$ cat src/rtl/effective_address_unit.sv
// effective_address_unit: 65C02 effective-address generator.
// Takes latched operand bytes plus X/Y, performs indexing, zero-page wrap,
// zero-page pointer fetches and the page-cross fix-up cycle, then strobes
// ea_valid for one cycle with the final address.
//
// state  | meaning
// IDLE   | waiting for start, ready=1
// PTR_LO | reading pointer low byte from {00,p}
// PTR_HI | reading pointer high byte from {00,p+1}
// FIX    | page-cross fix-up, mem_addr shows the uncorrected address
// DONE   | ea/page_cross valid, ea_valid=1
module effective_address_unit (
    input  logic        fclk,
    input  logic        resb,
    input  logic        start,
    input  logic [3:0]  mode,
    input  logic        force_fix,
    input  logic [7:0]  address_high_in,
    input  logic [7:0]  address_low_in,
    input  logic [7:0]  index_x,
    input  logic [7:0]  index_y,
    input  logic [7:0]  db_in,
    output logic        mem_read,
    output logic [15:0] mem_addr,
    output logic        ready,
    output logic [15:0] ea,
    output logic        ea_valid,
    output logic        page_cross
);

    typedef enum logic [2:0] {IDLE, PTR_LO, PTR_HI, FIX, DONE} state_t;

    localparam logic [3:0] M_ABS      = 4'd0;
    localparam logic [3:0] M_ABS_X    = 4'd1;
    localparam logic [3:0] M_ABS_Y    = 4'd2;
    localparam logic [3:0] M_ZP       = 4'd3;
    localparam logic [3:0] M_ZP_X     = 4'd4;
    localparam logic [3:0] M_ZP_Y     = 4'd5;
    localparam logic [3:0] M_ZP_IND   = 4'd6;
    localparam logic [3:0] M_ZP_IND_X = 4'd7;
    localparam logic [3:0] M_ZP_IND_Y = 4'd8;

    state_t      state, state_nx;
    logic [3:0]  mode_q;
    logic        force_q;
    logic [7:0]  idx_q;
    logic [7:0]  ptr_q;
    logic [7:0]  ptr_lo_q;
    logic [15:0] res_q;
    logic        res_pc_q;
    logic [15:0] fix_addr_q;
    logic [15:0] ea_q;
    logic        pc_q;

    logic [3:0]  mode_d;
    logic [7:0]  idx_sel;
    logic [15:0] add_base;
    logic [7:0]  add_idx;
    logic [15:0] sum;
    logic [8:0]  lo_sum;
    logic        carry;
    logic [15:0] res_c;
    logic        pc_c;

    // Shared adder: operands come from the inputs in IDLE and from the fetched pointer otherwise.
    always_comb begin
        mode_d   = (mode > M_ZP_IND_Y) ? M_ABS : mode;
        idx_sel  = (mode_d == M_ABS_Y || mode_d == M_ZP_Y || mode_d == M_ZP_IND_Y) ? index_y : index_x;
        add_base = (state == IDLE) ? {address_high_in, address_low_in} : {db_in, ptr_lo_q};
        add_idx  = (state == IDLE) ? idx_sel : idx_q;
        sum      = add_base + {8'h00, add_idx};
        lo_sum   = {1'b0, add_base[7:0]} + {1'b0, add_idx};
        carry    = lo_sum[8];
    end

    // Result and carry that will be committed when the request completes.
    always_comb begin
        res_c = 16'h0000;
        pc_c  = 1'b0;
        if (state == IDLE) begin
            case (mode_d)
                M_ABS_X, M_ABS_Y: begin
                    res_c = sum;
                    pc_c  = carry;
                end
                M_ZP:            res_c = {8'h00, address_low_in};
                M_ZP_X, M_ZP_Y:  res_c = {8'h00, sum[7:0]};
                default:         res_c = {address_high_in, address_low_in};
            endcase
        end else if (mode_q == M_ZP_IND_Y) begin
            res_c = sum;
            pc_c  = carry;
        end else begin
            res_c = {db_in, ptr_lo_q};
        end
    end

    // Next-state decode.
    always_comb begin
        state_nx = state;
        case (state)
            IDLE: begin
                if (start) begin
                    case (mode_d)
                        M_ABS_X, M_ABS_Y:                  state_nx = (carry || force_fix) ? FIX : DONE;
                        M_ZP_IND, M_ZP_IND_X, M_ZP_IND_Y:  state_nx = PTR_LO;
                        default:                           state_nx = DONE;
                    endcase
                end
            end
            PTR_LO:  state_nx = PTR_HI;
            PTR_HI:  state_nx = (mode_q == M_ZP_IND_Y && (carry || force_q)) ? FIX : DONE;
            FIX:     state_nx = DONE;
            DONE:    state_nx = IDLE;
            default: state_nx = IDLE;
        endcase
    end

    // State register.
    always_ff @(posedge fclk or negedge resb) begin
        if (!resb) state <= IDLE;
        else       state <= state_nx;
    end

    // Request latch, pointer capture and result registers.
    always_ff @(posedge fclk or negedge resb) begin
        if (!resb) begin
            mode_q     <= M_ABS;
            force_q    <= 1'b0;
            idx_q      <= 8'h00;
            ptr_q      <= 8'h00;
            ptr_lo_q   <= 8'h00;
            res_q      <= 16'h0000;
            res_pc_q   <= 1'b0;
            fix_addr_q <= 16'h0000;
            ea_q       <= 16'h0000;
            pc_q       <= 1'b0;
        end else begin
            if (state == IDLE && start) begin
                mode_q  <= mode_d;
                force_q <= force_fix;
                idx_q   <= idx_sel;
                ptr_q   <= (mode_d == M_ZP_IND_X) ? sum[7:0] : address_low_in;
            end
            if (state == PTR_LO)
                ptr_lo_q <= db_in;
            if (state_nx == FIX) begin
                res_q      <= res_c;
                res_pc_q   <= pc_c;
                fix_addr_q <= {add_base[15:8], lo_sum[7:0]};
            end
            if (state_nx == DONE) begin
                ea_q <= (state == FIX) ? res_q : res_c;
                pc_q <= (state == FIX) ? res_pc_q : pc_c;
            end
        end
    end

    // Outputs decoded from registered state only.
    always_comb begin
        mem_read = 1'b0;
        mem_addr = 16'h0000;
        case (state)
            PTR_LO: begin
                mem_read = 1'b1;
                mem_addr = {8'h00, ptr_q};
            end
            PTR_HI: begin
                mem_read = 1'b1;
                mem_addr = {8'h00, ptr_q + 8'h01};
            end
            FIX:     mem_addr = fix_addr_q;
            default: ;
        endcase
    end

    assign ready      = (state == IDLE);
    assign ea_valid   = (state == DONE);
    assign ea         = ea_q;
    assign page_cross = pc_q;

endmodule
$ cat config.mk
export PLATFORM = sky130hd
export DESIGN_NAME = effective_address_unit
export DESIGN_NICKNAME = d
export VERILOG_FILES = /design/src/rtl/effective_address_unit.sv
export SDC_FILE = /design/constraint.sdc
export NUM_CORES = 1
export LEC_CHECK = 0
export CORE_MARGIN = 2
export CORE_UTILIZATION = 23
export DETAILED_ROUTE_END_ITERATION = 8
export DONT_BUFFER_PORTS = 1
export PLACE_DENSITY = 0.36
export SLEW_MARGIN = 25
export SYNTH_ARGS = -nofsm -noshare
export SYNTH_HDL_FRONTEND = slang
export SYNTH_SLANG_ARGS = --single-unit
$ cat constraint.sdc
create_clock -name fclk -period 10.7 [get_ports fclk]
set_clock_uncertainty 0.15 [all_clocks]
set_input_delay 2.14 -clock fclk [delete_from_list [all_inputs] [get_ports fclk]]
set_output_delay 2.14 -clock fclk [all_outputs]
set_load 0.02 [all_outputs]
=== Word level (Yosys, flattened, before mapping) ===
Cells that the tools add are included.
Widths: inputs -> output; s select.

* Word-level logic and storage cells: 61
* Output and inout port bits: 36
* Register bits: 82
* Input port bits: 48

* Mux-type cells: 20
* Reduce and logical (&&, ||, !) cells: 11
* Order comparisons: 1
* Equality and inequality tests: 15
* Add/subtract/negate cells: 3

{| class="wikitable"
|+ Operator list
! kind !! number
|-
| $pmux 16 s3 || 2
|-
| $mux 16 || 4
|-
| $mux 8 || 3
|-
| $add 16x8->16 || 1
|-
| $eq 4x3->1 const B || 4
|-
| $pmux 3 s4 || 1
|-
| $add 8x8->9 || 1
|-
| $eq 3x2->1 const B || 3
|-
| $mux 3 || 3
|-
| $add 8x1->8 const B || 1
|-
| $eq 4x2->1 const B || 2
|-
| $eq 4x4->1 const B || 2
|-
| $eq 3x3->1 const B || 2
|-
| $pmux 3 s2 || 1
|-
| $reduce_or 2->1 || 3
|-
| $mux 1 || 5
|-
| $eq 4x1->1 const B || 1
|-
| $gt 4x4->1 const B || 1
|-
| $logic_or 1x1->1 || 4
|-
| $mux 4 || 1
|-
| $eq 3x1->1 const B || 1
|-
| $logic_not 3->1 || 1
|-
| $reduce_or 3->1 || 1
|-
| $logic_and 1x1->1 || 2
|}

=== Longest topological paths before layout ===
Gate-level depths: netlist of run 1.

* Depth after elaboration: 14
* Mapped depth: 21
* Gate-level depth less buffers: 16

=== Least setup slack after synthesis of run 1 ===
No wires, ideal clock.

* Path type: input -> register
* From: input mode[2]
* To: register ea_q[15] (netlist: ea[15])
* Library setup time: 0.129 ns
* Cell stages on the path: 19
* Arrival time: 5.409 ns
* Required time: 10.421 ns
* Slack: 5.012 ns
* Path buffers: 3
* Cell sequence: clkbuf_1 nor2b_1 nand2_1 o32a_1 clkbuf_1 mux2i_1 o21ai_0 ha_1 inv_1 fa_1 nor2b_1 o31a_2 o21ai_2 o31a_1 a32oi_2 inv_2 buf_4 o22ai_1 a21oi_1

* Longest elaborated chain between the ends: 14
* Elaborated cells on any way between the ends: 32
* Classes of those cells: add/sub: 2; order compare: 1; eq/ne: 9; mux: 12; reduce/logical: 8

{| class="wikitable"
|+ RTL lines
! element !! RTL line !! source
|-
| start, declared || 16 || <nowiki>input logic [3:0] mode,</nowiki>
|-
| $gt 4x4->1 || 67 || <nowiki>mode_d = (mode > M_ZP_IND_Y) ? M_ABS : mode;</nowiki>
|-
| $mux 4 (*) || 67 ||
|-
| $eq 4x2->1 or $eq 4x3->1 (tied branches) || 68, 104 ||
|-
| $logic_or 1x1->1 (2 in a row) || 68 || <nowiki>idx_sel = (mode_d == M_ABS_Y || mode_d == M_ZP_Y || mode_d == M_ZP_IND_Y) ? index_y : index_x;</nowiki>
|-
| $mux 8 || 68 ||
|-
| $mux 8 || 70 || <nowiki>add_idx = (state == IDLE) ? idx_sel : idx_q;</nowiki>
|-
| $add 8x8->9 || 72 || <nowiki>lo_sum = {1'b0, add_base[7:0]} + {1'b0, add_idx};</nowiki>
|-
| $logic_or 1x1->1 || 105 || <nowiki>M_ABS_X, M_ABS_Y: state_nx = (carry || force_fix) ? FIX : DONE;</nowiki>
|-
| $mux 3 || 105 ||
|-
| $pmux 3 s2 || 104 || <nowiki>case (mode_d)</nowiki>
|-
| $mux 3 || 103 || <nowiki>if (start) begin</nowiki>
|-
| $pmux 3 s4 (*) || 101 || <nowiki>case (state)</nowiki>
|-
| via state_nx[2] || 43 || <nowiki>state_t state, state_nx;</nowiki>
|-
| $eq 3x3->1 (*) || 152 || <nowiki>if (state_nx == DONE) begin</nowiki>
|-
| end signal, assigned || 153 || <nowiki>ea_q <= (state == FIX) ? res_q : res_c;</nowiki>
|-
| end, declared || 52 || <nowiki>logic [15:0] ea_q;</nowiki>
|}

Mark *: on every way through the listed nets, which the timed path passes. The rest lies on a longest branch.
A chain may end at the register's enable or synchronous reset.

=== Worst setup path after layout of run 1 ===
* From: input mode[2]
* To: register res_q[14]

* Longest elaborated chain between the ends: 14
* Elaborated cells on any way between the ends: 31
* Classes of those cells: add/sub: 2; order compare: 1; eq/ne: 9; mux: 11; reduce/logical: 8

{| class="wikitable"
|+ RTL lines
! element !! RTL line !! source
|-
| $gt 4x4->1 || 67 ||
|-
| $mux 4 (*) || 67 ||
|-
| $eq 4x2->1 or $eq 4x3->1 (tied branches) || 68, 81, 104 ||
|-
| $logic_or 1x1->1 (2 in a row) || 68 ||
|-
| $mux 8 || 68 ||
|-
| $mux 8 || 70 ||
|-
| $add 8x8->9 || 72 ||
|-
| $logic_or 1x1->1 || 105 ||
|-
| $mux 3 || 105 ||
|-
| $pmux 3 s2 || 104 ||
|-
| $mux 3 || 103 ||
|-
| $pmux 3 s4 || 101 ||
|-
| $eq 3x2->1 || 147 || <nowiki>if (state_nx == FIX) begin</nowiki>
|-
| end signal, assigned || 148 || <nowiki>res_q <= res_c;</nowiki>
|-
| end, declared || 49 || <nowiki>logic [15:0] res_q;</nowiki>
|}

Mark *: on every way between the ends. The rest lies on a longest branch, timed or not.

==> flow_summary.yaml, run 1 <==
critical_path:
  critPathArrivalTime_ns: 5.81
  path_buf_inv: 1
  crit_top_cell: "nor2b_1"
  cp-end-kind: "flip-flop"
  crit_slowest_cell: "or4_1"
  critPathLaunchType: "primary input"
  required_ns: 10.84
  critPathTopFamily: "compound AO/OA/AOI/OAI gates"
  crit_type: "primary input to flip-flop"
  max_stage_delay_ns: 0.54
  path_cells: "nor2b_1, nand2_1, o32a_1, mux2i_1, o21ai_0, ha_1, inv_1, fa_1, nor2b_1, o31a_2, o211ai_2, or4_1, a31oi_1, mux2_2"
  path_max_fanout: 9
power:
  vdd_drop_max_mv: 0.103
  power.density_mw_per_mm2: 341
  clock_power_share_pct: 15.1
  swShare_pct: 49.8
  p_switching_mw: 1.03
  seq_power_share_pct: 30.4
  internal-power_mw: 1.03
  pwr-share-comb_pct: 54.5
  static-leakage-power_nw: 2.58
cells_and_area:
  design_area_mm2: 0.00603
  final_common_cell: "nand2_1"
  final_cell_mix: "111 x nand2_1, 82 x dfrtp_1, 59 x nor2_1, 45 x o21ai_0, 30 x a21oi_1"
  layout.nets: 665
  syn_to_final_growth_pct: 8.87
  antennaDiodeCount: 0
  final_layout_size_suffix_gt1_share_pct: 11.1
grt:
  grt_pass1_wl_mm: 30.2
  grt_max_degree: 83
  grt.total_usage_pct: 15.7
  grt-ovfl-total: 0
  grt_util_met2_pct: 25.6
  use_met1_pct: 19.7
  grt_pass1_vias: 4762
  gr-usage-met3_pct: 4.66
  grt_antenna_before_repair: 1
  top_usage_layer: "met2"
routing:
  drt-vias-per-instance: 5.01
  post_drt_wl_per_cell_um: 20.9
  drt-initial-drc-count: 284
  first_pass_iters: 4
  drc: 0
  drt-total-wl_mm: 19.5
  final_antenna_net_count: 0
  num_vias: 4660
placement:
  pre_cts_slack_ns: 4.67
  dpl-instance-area_mm2: 0.00574
  port_buffers: 0
  place.gp.congestion: 0.826
  dp_hpwl_mm: 14.5
synthesis:
  syn_area_per_cell_um2: 8.71
  ys_seq_area_share_pct: 37.0
  synth_cell_types: 77
  ys_ff_latch: 82
  synthArstFlopShare_pct: 100
  ys.flop_type: "dfrtp_1"
  yosysWarnings: 0
  syn_area_mm2: 0.00554
  syn_inst: 636
  synth_nets: 694
  synth_edf_count: 0
floorplanning:
  die_area_mm2: 0.0254
  die_w_um: 159
  start_util_pct: 23.5
  ios: 84
  rows: 56
  die_y_um: 159
  fp.coreArea_mm2: 0.0235
clock_tree:
  clkTransAtPathRegs_ns: 0.07
  hold_buffers: 0
  cts_max_level: 3
  cts_buffers: 9
  cts_setup_buffers: 0
  cts_resized: 0
  cts_buffer_depth: 2
  root_buffer: "clkbuf_16"
  cts.sinks: 82
  cts_tree: "built"
  clk_latency_ns: 0.35
timing:
  setup_viol: 0
  whs_ns: 0.327
  final.min_clock_period_ns: 5.67
  max_slew_margin_pct: 34.2
  drv_slew: 0
  tns_ns: 0
  max_freq_mhz: 176
  min_period_over_period_pct: 53.0
  hold_viol: 0
  worst_slew_pin_slew_ns: 0.983
  fin_ws_ns: 5.03
  grt_setup_unrepaired: "false"
job:
  cap_violations: 0
run_status:
  status: "complete, no violations"
min_path:
  hp-class: "flip-flop to flip-flop"
[metrics by stage]
step	util (%)	power, mW	cells
floorplan	-	1.43	636
global placement	24.3	1.76	915
detailed placement	24.4	1.76	915
CTS	25.6	2.09	931
global route	25.6	2.24	931
finish	25.6	2.06	931
[synthesized netlist by cell type (5+ instances only)]
master | n | share of area [%]
and2_1 | 5 | 0.56
nor2_1 | 59 | 4.0
inv_1 | 6 | 0.41
buf_6 | 6 | 1.2
buf_4 | 5 | 0.68
o22ai_1 | 6 | 0.68
a21oi_1 | 30 | 2.7
o21ai_1 | 9 | 0.81
buf_2 | 9 | 0.81
ha_1 | 9 | 2.0
xnor2_1 | 13 | 2.1
a22oi_1 | 6 | 0.81
nand3_1 | 11 | 0.99
o21ai_0 | 45 | 4.1
mux2i_1 | 18 | 3.3
a31oi_1 | 9 | 1.0
o211ai_1 | 8 | 1.1
xor2_1 | 6 | 0.95
dfrtp_1 | 82 | 37
nand2_1 | 111 | 7.5
and3_1 | 12 | 1.4
nor3_1 | 9 | 0.81
clkbuf_1 | 22 | 1.5
a211oi_1 | 9 | 1.2
a21o_1 | 18 | 2.4
a2111oi_2 | 5 | 1.4
o21a_1 | 13 | 1.8
mux2_2 | 17 | 3.5
[power groups by stage]
stage               clock network (mW)  registers [mW]  logic [mW]
CTS                              0.322           0.630        1.13
global route                     0.336           0.648        1.25
floorplan                            0           0.565       0.867
detailed placement                   0           0.636        1.13
global placement                     0           0.631        1.12
finish                           0.311           0.625        1.12
[area by class of cell]
class | instances | area (um2)
fill | 2585 | 17500
multi-input combinational | 502 | 3220
sequential | 82 | 2050
tap | 319 | 399
clock buffer | 9 | 225
clock inverter | 7 | 63.8
inverter | 8 | 42.5
timing repair buffer | 4 | 30.0
[tightest hold or removal path: stages (launching register included)]
cell and delay [ns]:
dfrtp_1 0.35, nand2_1 0.05, nand2_1 0.05
[layer usage]
| layer | wire, um | vias to the layer above |
|---|---|---|
| met1 | 8350 | 2283 |
| met2 | 9300 | 119 |
| li1 | - | 2231 |
| met4 | 453 | 0 |
| met5 | 0 | - |
| met3 | 1390 | 27 |
[cell families (layout without fill, tap and decap cells)]
kind of cell / after synthesis / count (layout) / synth area share [%]
multiplexers: 37 / 37 / 7.11
adder cells (fa/ha/maj): 10 / 10 / 2.39
flip-flops: 82 / 82 / 37.0
AO/OA/AOI/OAI: 195 / 195 / 25.1
XOR/XNOR: 19 / 19 / 3.00
AND/OR/NAND/NOR: 241 / 241 / 20.2
buffers and inverters: 52 / 28 / 5.10
[path summary, 6_finish.rpt]
| path | from | endpoint | slack (ns) | depth (start not counted) |
|---|---|---|---|---|
| min in group asynchronous | resb | idx_q[6] | 1.33 | 0 |
| max in group asynchronous | resb | ea[9] | 8.82 | 0 |
| worst min-delay path | res_q[13] | res_q[13] | 0.33 | 2 |
| worst min register to register | res_q[13] | res_q[13] | 0.33 | 2 |
| worst max-delay path | mode[2] | res_q[14] | 5.03 | 14 |
| worst max register to register | state[0] | res_q[7] | 5.78 | 14 |
[registers in the layout, summed over array words and instances, names as in the netlist]
register,flops
fix_addr_q,16
ptr_q,8
mode_q,4
state,3
idx_q,8
res_pc_q,1
ea,16
force_q,1
ptr_lo_q,8
res_q,16
page_cross,1
Power figures use the tool's default switching activity.
==> run 2, diff against run 1 <==
--- a/config.mk
+++ b/config.mk
@@ -5,11 +5,12 @@
 export SDC_FILE = /design/constraint.sdc
 export NUM_CORES = 1
 export LEC_CHECK = 0
+export ABC_AREA = 1
 export CORE_MARGIN = 2
 export CORE_UTILIZATION = 23
 export DETAILED_ROUTE_END_ITERATION = 8
 export DONT_BUFFER_PORTS = 1
-export PLACE_DENSITY = 0.36
+export PLACE_DENSITY = 0.37
 export SLEW_MARGIN = 25
 export SYNTH_ARGS = -nofsm -noshare
 export SYNTH_HDL_FRONTEND = slang
==> constraint.sdc (replaced) <==
create_clock -name fclk -period 4.55 [get_ports fclk]
set_clock_uncertainty 0.15 [all_clocks]
set_input_delay 0.91 -clock fclk [delete_from_list [all_inputs] [get_ports fclk]]
set_output_delay 0.91 -clock fclk [all_outputs]
set_load 0.02 [all_outputs]
==> run 2 against run 1 <==
  * Worst setup slack got worse by 4.5 ns
  * Synthesized cell count increased by 18%
  * Global-route usage decreased by 0.28 points
  * Via count about the same
  * Sequential power increased by 110%
  * Combinational power increased by 88%
  * Critical path type unchanged
  * Largest cell class unchanged
  * Highest routed layer unchanged
==> flow_summary.yaml, run 2 <==
cells_and_area:
  antennaDiodeCount: 0
  design_area_mm2: 0.00587
  final_cells: 1031
  layout.nets: 799
  syn_to_final_growth_pct: 10.8
  final_layout_size_suffix_gt1_share_pct: 8.71
  final_common_cell: "nand2_1"
  final_core_util_pct: 25.9
  final_cell_mix: "250 x nand2_1, 85 x inv_1, 82 x dfrtp_1, 56 x o21ai_0, 52 x nand3_1"
synthesis:
  synth_cell_types: 45
  synthArstFlopShare_pct: 100
  syn_area_mm2: 0.00530
  yosysMostFrequentCell: "nand2_1"
  yosysTopAreaCellShare_pct: 38.7
  ys.flop_type: "dfrtp_1"
  ys_ff_latch: 82
  syn_inst: 749
  syn_area_per_cell_um2: 7.07
  synth_commonest_cells: "250 x nand2_1, 85 x inv_1, 82 x dfrtp_1, 56 x o21ai_0, 53 x nand3_1"
  synth_edf_count: 0
  yosysWarnings: 0
  ys_seq_area_share_pct: 38.7
  synth_top_cell_by_area: "dfrtp_1"
  synth_area_leaders: "dfrtp_1 39%, nand2_1 18%, inv_1 6.0%"
  synth_nets: 807
placement:
  port_buffers: 0
  dp.cells: 1015
  place.gp.congestion: 0.839
  dpl-instance-area_mm2: 0.00558
  dp_hpwl_mm: 13.6
floorplanning:
  fp.coreArea_mm2: 0.0226
  rows: 55
  ios: 84
  start_util_pct: 23.4
  die_w_um: 156
  die_y_um: 156
  die_area_mm2: 0.0243
timing:
  min_period_over_period_pct: 88.4
  drv_slew: 0
  setup_viol: 0
  final.min_clock_period_ns: 4.02
  hold_viol: 0
  max_freq_mhz: 249
  max_slew_margin_pct: 37.8
  grt_setup_unrepaired: "false"
  whs_ns: 0.108
  worst_slew_pin_slew_ns: 0.931
  tns_ns: 0
power:
  vdd_drop_max_mv: 0.159
  static-leakage-power_nw: 2.88
  power.density_mw_per_mm2: 708
critical_path:
  r2r-end: "fix_addr_q[5]"
  r2r_setup_slack_ns: 0.89
  critPathLaunchType: "primary input"
  cp-end-kind: "flip-flop"
  rr_worst_depth: 18
  critPathArrivalTime_ns: 4.09
  crit_type: "primary input to flip-flop"
  required_ns: 4.62
  regToRegStartpoint: "state[0]"
  path_max_fanout: 18
clock_tree:
  root_buffer: "clkbuf_16"
  cts_max_level: 3
  cts_resized: 0
  cts_tree: "built"
  clk_latency_ns: 0.35
  cts.sinks: 82
  clkTransAtPathRegs_ns: 0.07
  hold_buffers: 0
  cts_buffers: 9
  cts_setup_buffers: 0
  cts_buffer_depth: 2
routing:
  drt-vias-per-instance: 4.52
  drt-total-wl_mm: 18.0
  drt-initial-drc-count: 290
  final_antenna_net_count: 0
  post_drt_wl_per_cell_um: 17.5
  drc: 0
  num_vias: 4656
  first_pass_iters: 6
grt:
  grt-ovfl-total: 0
  grt.total_usage_pct: 15.4
  grt_antenna_before_repair: 0
  grt_max_degree: 83
  grt_pass1_wl_mm: 28.2
  grt_pass1_vias: 4492
min_path:
  hp-class: "primary input to asynchronous set/reset pin"
run_status:
  status: "complete, no violations"
job:
  cap_violations: 0
## run 2: changes by cell type in the layout (fill, tap and decap cells not counted), sizes merged, moves of 8 or more
| cell | change |
|---|---|
| mux2i | -10 |
| inv | +83 |
| a21o | -18 |
| mux2 | -19 |
| nand2 | +144 |
| xnor2 | -11 |
| and3 | -12 |
| nand3 | +44 |
| o21a | -14 |
| o21ai | +31 |
| a211oi | -8 |
| o221ai | +8 |
## run 2: stage by stage
step	setup slack, ns	power (mW)
finish	0.530	4.16
global route	0.185	4.56
CTS	0.451	4.21
detailed placement	0.0818	3.45
global placement	0.0544	3.46
floorplan	0.623	2.79
## run 2: worst max-delay path by stage
stage                  from            end  slack [ns]
global placement    mode[0]       res_q[7]        0.05
global route        mode[3]      res_q[14]        0.19
floorplan           mode[2]       res_q[4]        0.62
detailed placement  mode[0]  fix_addr_q[0]        0.08
finish              mode[0]  fix_addr_q[0]        0.53
CTS                 mode[0]  fix_addr_q[0]        0.45
## run 2: layout make-up
type | count | area, um2
clock buffer | 11 | 253
clock inverter | 5 | 38.8
fill | 2470 | 16800
inverter | 93 | 357
multi-input combinational | 546 | 2730
sequential | 82 | 2050
tap | 285 | 357
timing repair buffer | 9 | 80.1
## run 2: kinds of logic after synthesis
logic type,Yosys count,share of synthesized area (%)
buf+inv,121,9.78
flops,82,38.7
xor+xnor,6,0.992
mux,8,1.51
fa+ha+maj,10,2.50
compound gates,139,15.9
simple gates,383,30.6
## run 2: critical path, stage by stage
cell and delay (ns):
nor4_1 0.28, inv_1 0.18, o211ai_4 0.13, buf_4 0.21
mux2i_1 0.31, o21ai_0 0.17, ha_1 0.41, a21oi_1 0.32
nand3_4 0.17, o21ai_2 0.17, or2_4 0.16, o211ai_4 0.08
nand2_4 0.27, inv_6 0.13, nand2_1 0.10, o21ai_0 0.09
## run 2: metal layers
layer	GRT usage, %	wire (um)	vias up
met5	0	0	-
li1	-	-	2417
met1	21.7	8920	2128
met3	2.42	663	13
met4	4.46	257	0
met2	24.5	8170	98
## run 2: report_power, final
part / internal [mW] / switching (mW)
sequential: 1.03 / 0.280
clock: 0.402 / 0.331
combinational: 0.662 / 1.45
total: 2.09 / 2.06
==> run 3, diff against run 2 <==
--- a/config.mk
+++ b/config.mk
@@ -8,6 +8,7 @@
 export ABC_AREA = 1
 export CORE_MARGIN = 2
 export CORE_UTILIZATION = 23
+export CTS_BUF_LIST = sky130_fd_sc_hd__clkbuf_8
 export DETAILED_ROUTE_END_ITERATION = 8
 export DONT_BUFFER_PORTS = 1
 export PLACE_DENSITY = 0.37
==> run 3 against run 2 <==
  * Worst setup slack better by 0.043 ns
  * Hold slack worse by 0.046 ns
  * Wire length up 0.17%
  * Cell count stayed put
  * Clock power fell by 25%
  * Die area stayed put
  * Core utilization fell by 0.45 points
  * Sequential power about the same
  * Largest power group unchanged
==> flow_summary.yaml, run 3 (synthesized netlist as in run 2, its figures left out) <==
run_status:
  status: "complete, no violations"
floorplanning:
  start_util_pct: 23.4
  ios: 84
  die_w_um: 156
  fp.coreArea_mm2: 0.0226
  rows: 55
  die_y_um: 156
  die_area_mm2: 0.0243
clock_tree:
  cts_max_level: 3
  cts_buffer_depth: 2
  clk_latency_ns: 0.38
  cts_resized: 0
  cts_setup_buffers: 0
  hold_buffers: 0
  clkTransAtPathRegs_ns: 0.10
  cts_tree: "built"
  cts.sinks: 82
  cts_buffers: 9
  root_buffer: "clkbuf_8"
timing:
  fin_ws_ns: 0.572
  tns_ns: 0
  min_period_over_period_pct: 87.4
  grt_setup_unrepaired: "false"
  max_freq_mhz: 251
  max_slew_margin_pct: 35.8
  whs_ns: 0.0623
  worst_slew_pin_slew_ns: 0.961
  hold_viol: 0
  setup_viol: 0
  drv_slew: 0
  final.min_clock_period_ns: 3.98
power:
  finalPower_mw: 3.97
  vdd_drop_max_mv: 0.155
  power.density_mw_per_mm2: 688
  static-leakage-power_nw: 2.83
placement:
  dp.cells: 1015
  pre_cts_slack_ns: 0.0818
  port_buffers: 0
  dp_hpwl_mm: 13.6
  dpl-instance-area_mm2: 0.00558
  place.gp.congestion: 0.839
routing:
  final_antenna_net_count: 0
  num_vias: 4656
  post_drt_wl_per_cell_um: 17.5
  first_pass_iters: 5
  drc: 0
  drt-total-wl_mm: 18.0
  drt-initial-drc-count: 303
  drt-vias-per-instance: 4.52
min_path:
  hp-class: "primary input to asynchronous set/reset pin"
critical_path:
  required_ns: 4.67
  crit_type: "primary input to flip-flop"
  cp-end-kind: "flip-flop"
  critPathArrivalTime_ns: 4.09
  path_max_fanout: 18
  critPathLaunchType: "primary input"
cells_and_area:
  final_common_cell: "nand2_1"
  antennaDiodeCount: 0
  final_layout_size_suffix_gt1_share_pct: 8.71
  final_cell_mix: "250 x nand2_1, 85 x inv_1, 82 x dfrtp_1, 56 x o21ai_0, 52 x nand3_1"
  layout.nets: 799
  final_core_util_pct: 25.5
  design_area_mm2: 0.00577
  final_cells: 1031
  syn_to_final_growth_pct: 8.88
grt:
  grt_pass1_wl_mm: 28.1
  grt_max_degree: 83
  grt_antenna_before_repair: 0
  grt.total_usage_pct: 15.4
  grt_pass1_vias: 4468
  grt-ovfl-total: 0
job:
  cap_violations: 0
==> run 3: cell count changes in the layout (fill, tap and decap cells not counted) <==
cell | previous run | this run
clkbuf_16 | 9 | 0
clkbuf_8 | 2 | 11
==> run 3: final cells by class <==
cell class	count	area (um2)
clock buffer	11	151
sequential	82	2050
timing repair buffer	9	80.1
inverter	93	357
fill	2482	16900
multi-input combinational	546	2730
tap	285	357
clock inverter	5	38.8
==> run 3: worst paths after layout <==
path                           from             end  slack (ns)  depth (start not counted)
max reg2reg                state[0]  fix_addr_q[15]        0.89                         18
min                            resb  fix_addr_q[13]        0.06                          0
max in group asynchronous      resb       res_q[14]        4.00                          0
min reg2reg                res_q[1]        res_q[1]        0.34                          2
max                         mode[0]   fix_addr_q[0]        0.57                         17
min in group fclk          res_q[1]        res_q[1]        0.34                          2
==> run 3: critical path, cell delays in order <==
cell and delay [ns]:
nor4_1 0.27, inv_1 0.18, o211ai_4 0.13, buf_4 0.21, mux2i_1 0.31, o21ai_0 0.17, ha_1 0.41, a21oi_1 0.32
nand3_4 0.17, o21ai_4 0.20, nand3_1 0.09, nand2_1 0.08, nand2_2 0.08, nand2_4 0.23, inv_6 0.13, nand2_1 0.09
o21ai_0 0.09
==> run 3: per-layer routing <==
| metal | vias to the layer above | part of all wire [%] | track usage (%) |
|---|---|---|---|
| met2 | 104 | 45 | 24.4 |
| li1 | 2413 | - | - |
| met3 | 14 | 4.1 | 2.42 |
| met5 | - | 0 | 0 |
| met4 | 0 | 1.5 | 4.46 |
| met1 | 2125 | 49 | 21.7 |
==> run 3: where the power goes <==
group	total [mW]	internal (mW)	switching, mW	leakage (nW)
registers	1.31	1.03	0.280	1.01
logic	2.11	0.662	1.45	1.73
clock network	0.547	0.231	0.317	0.0955
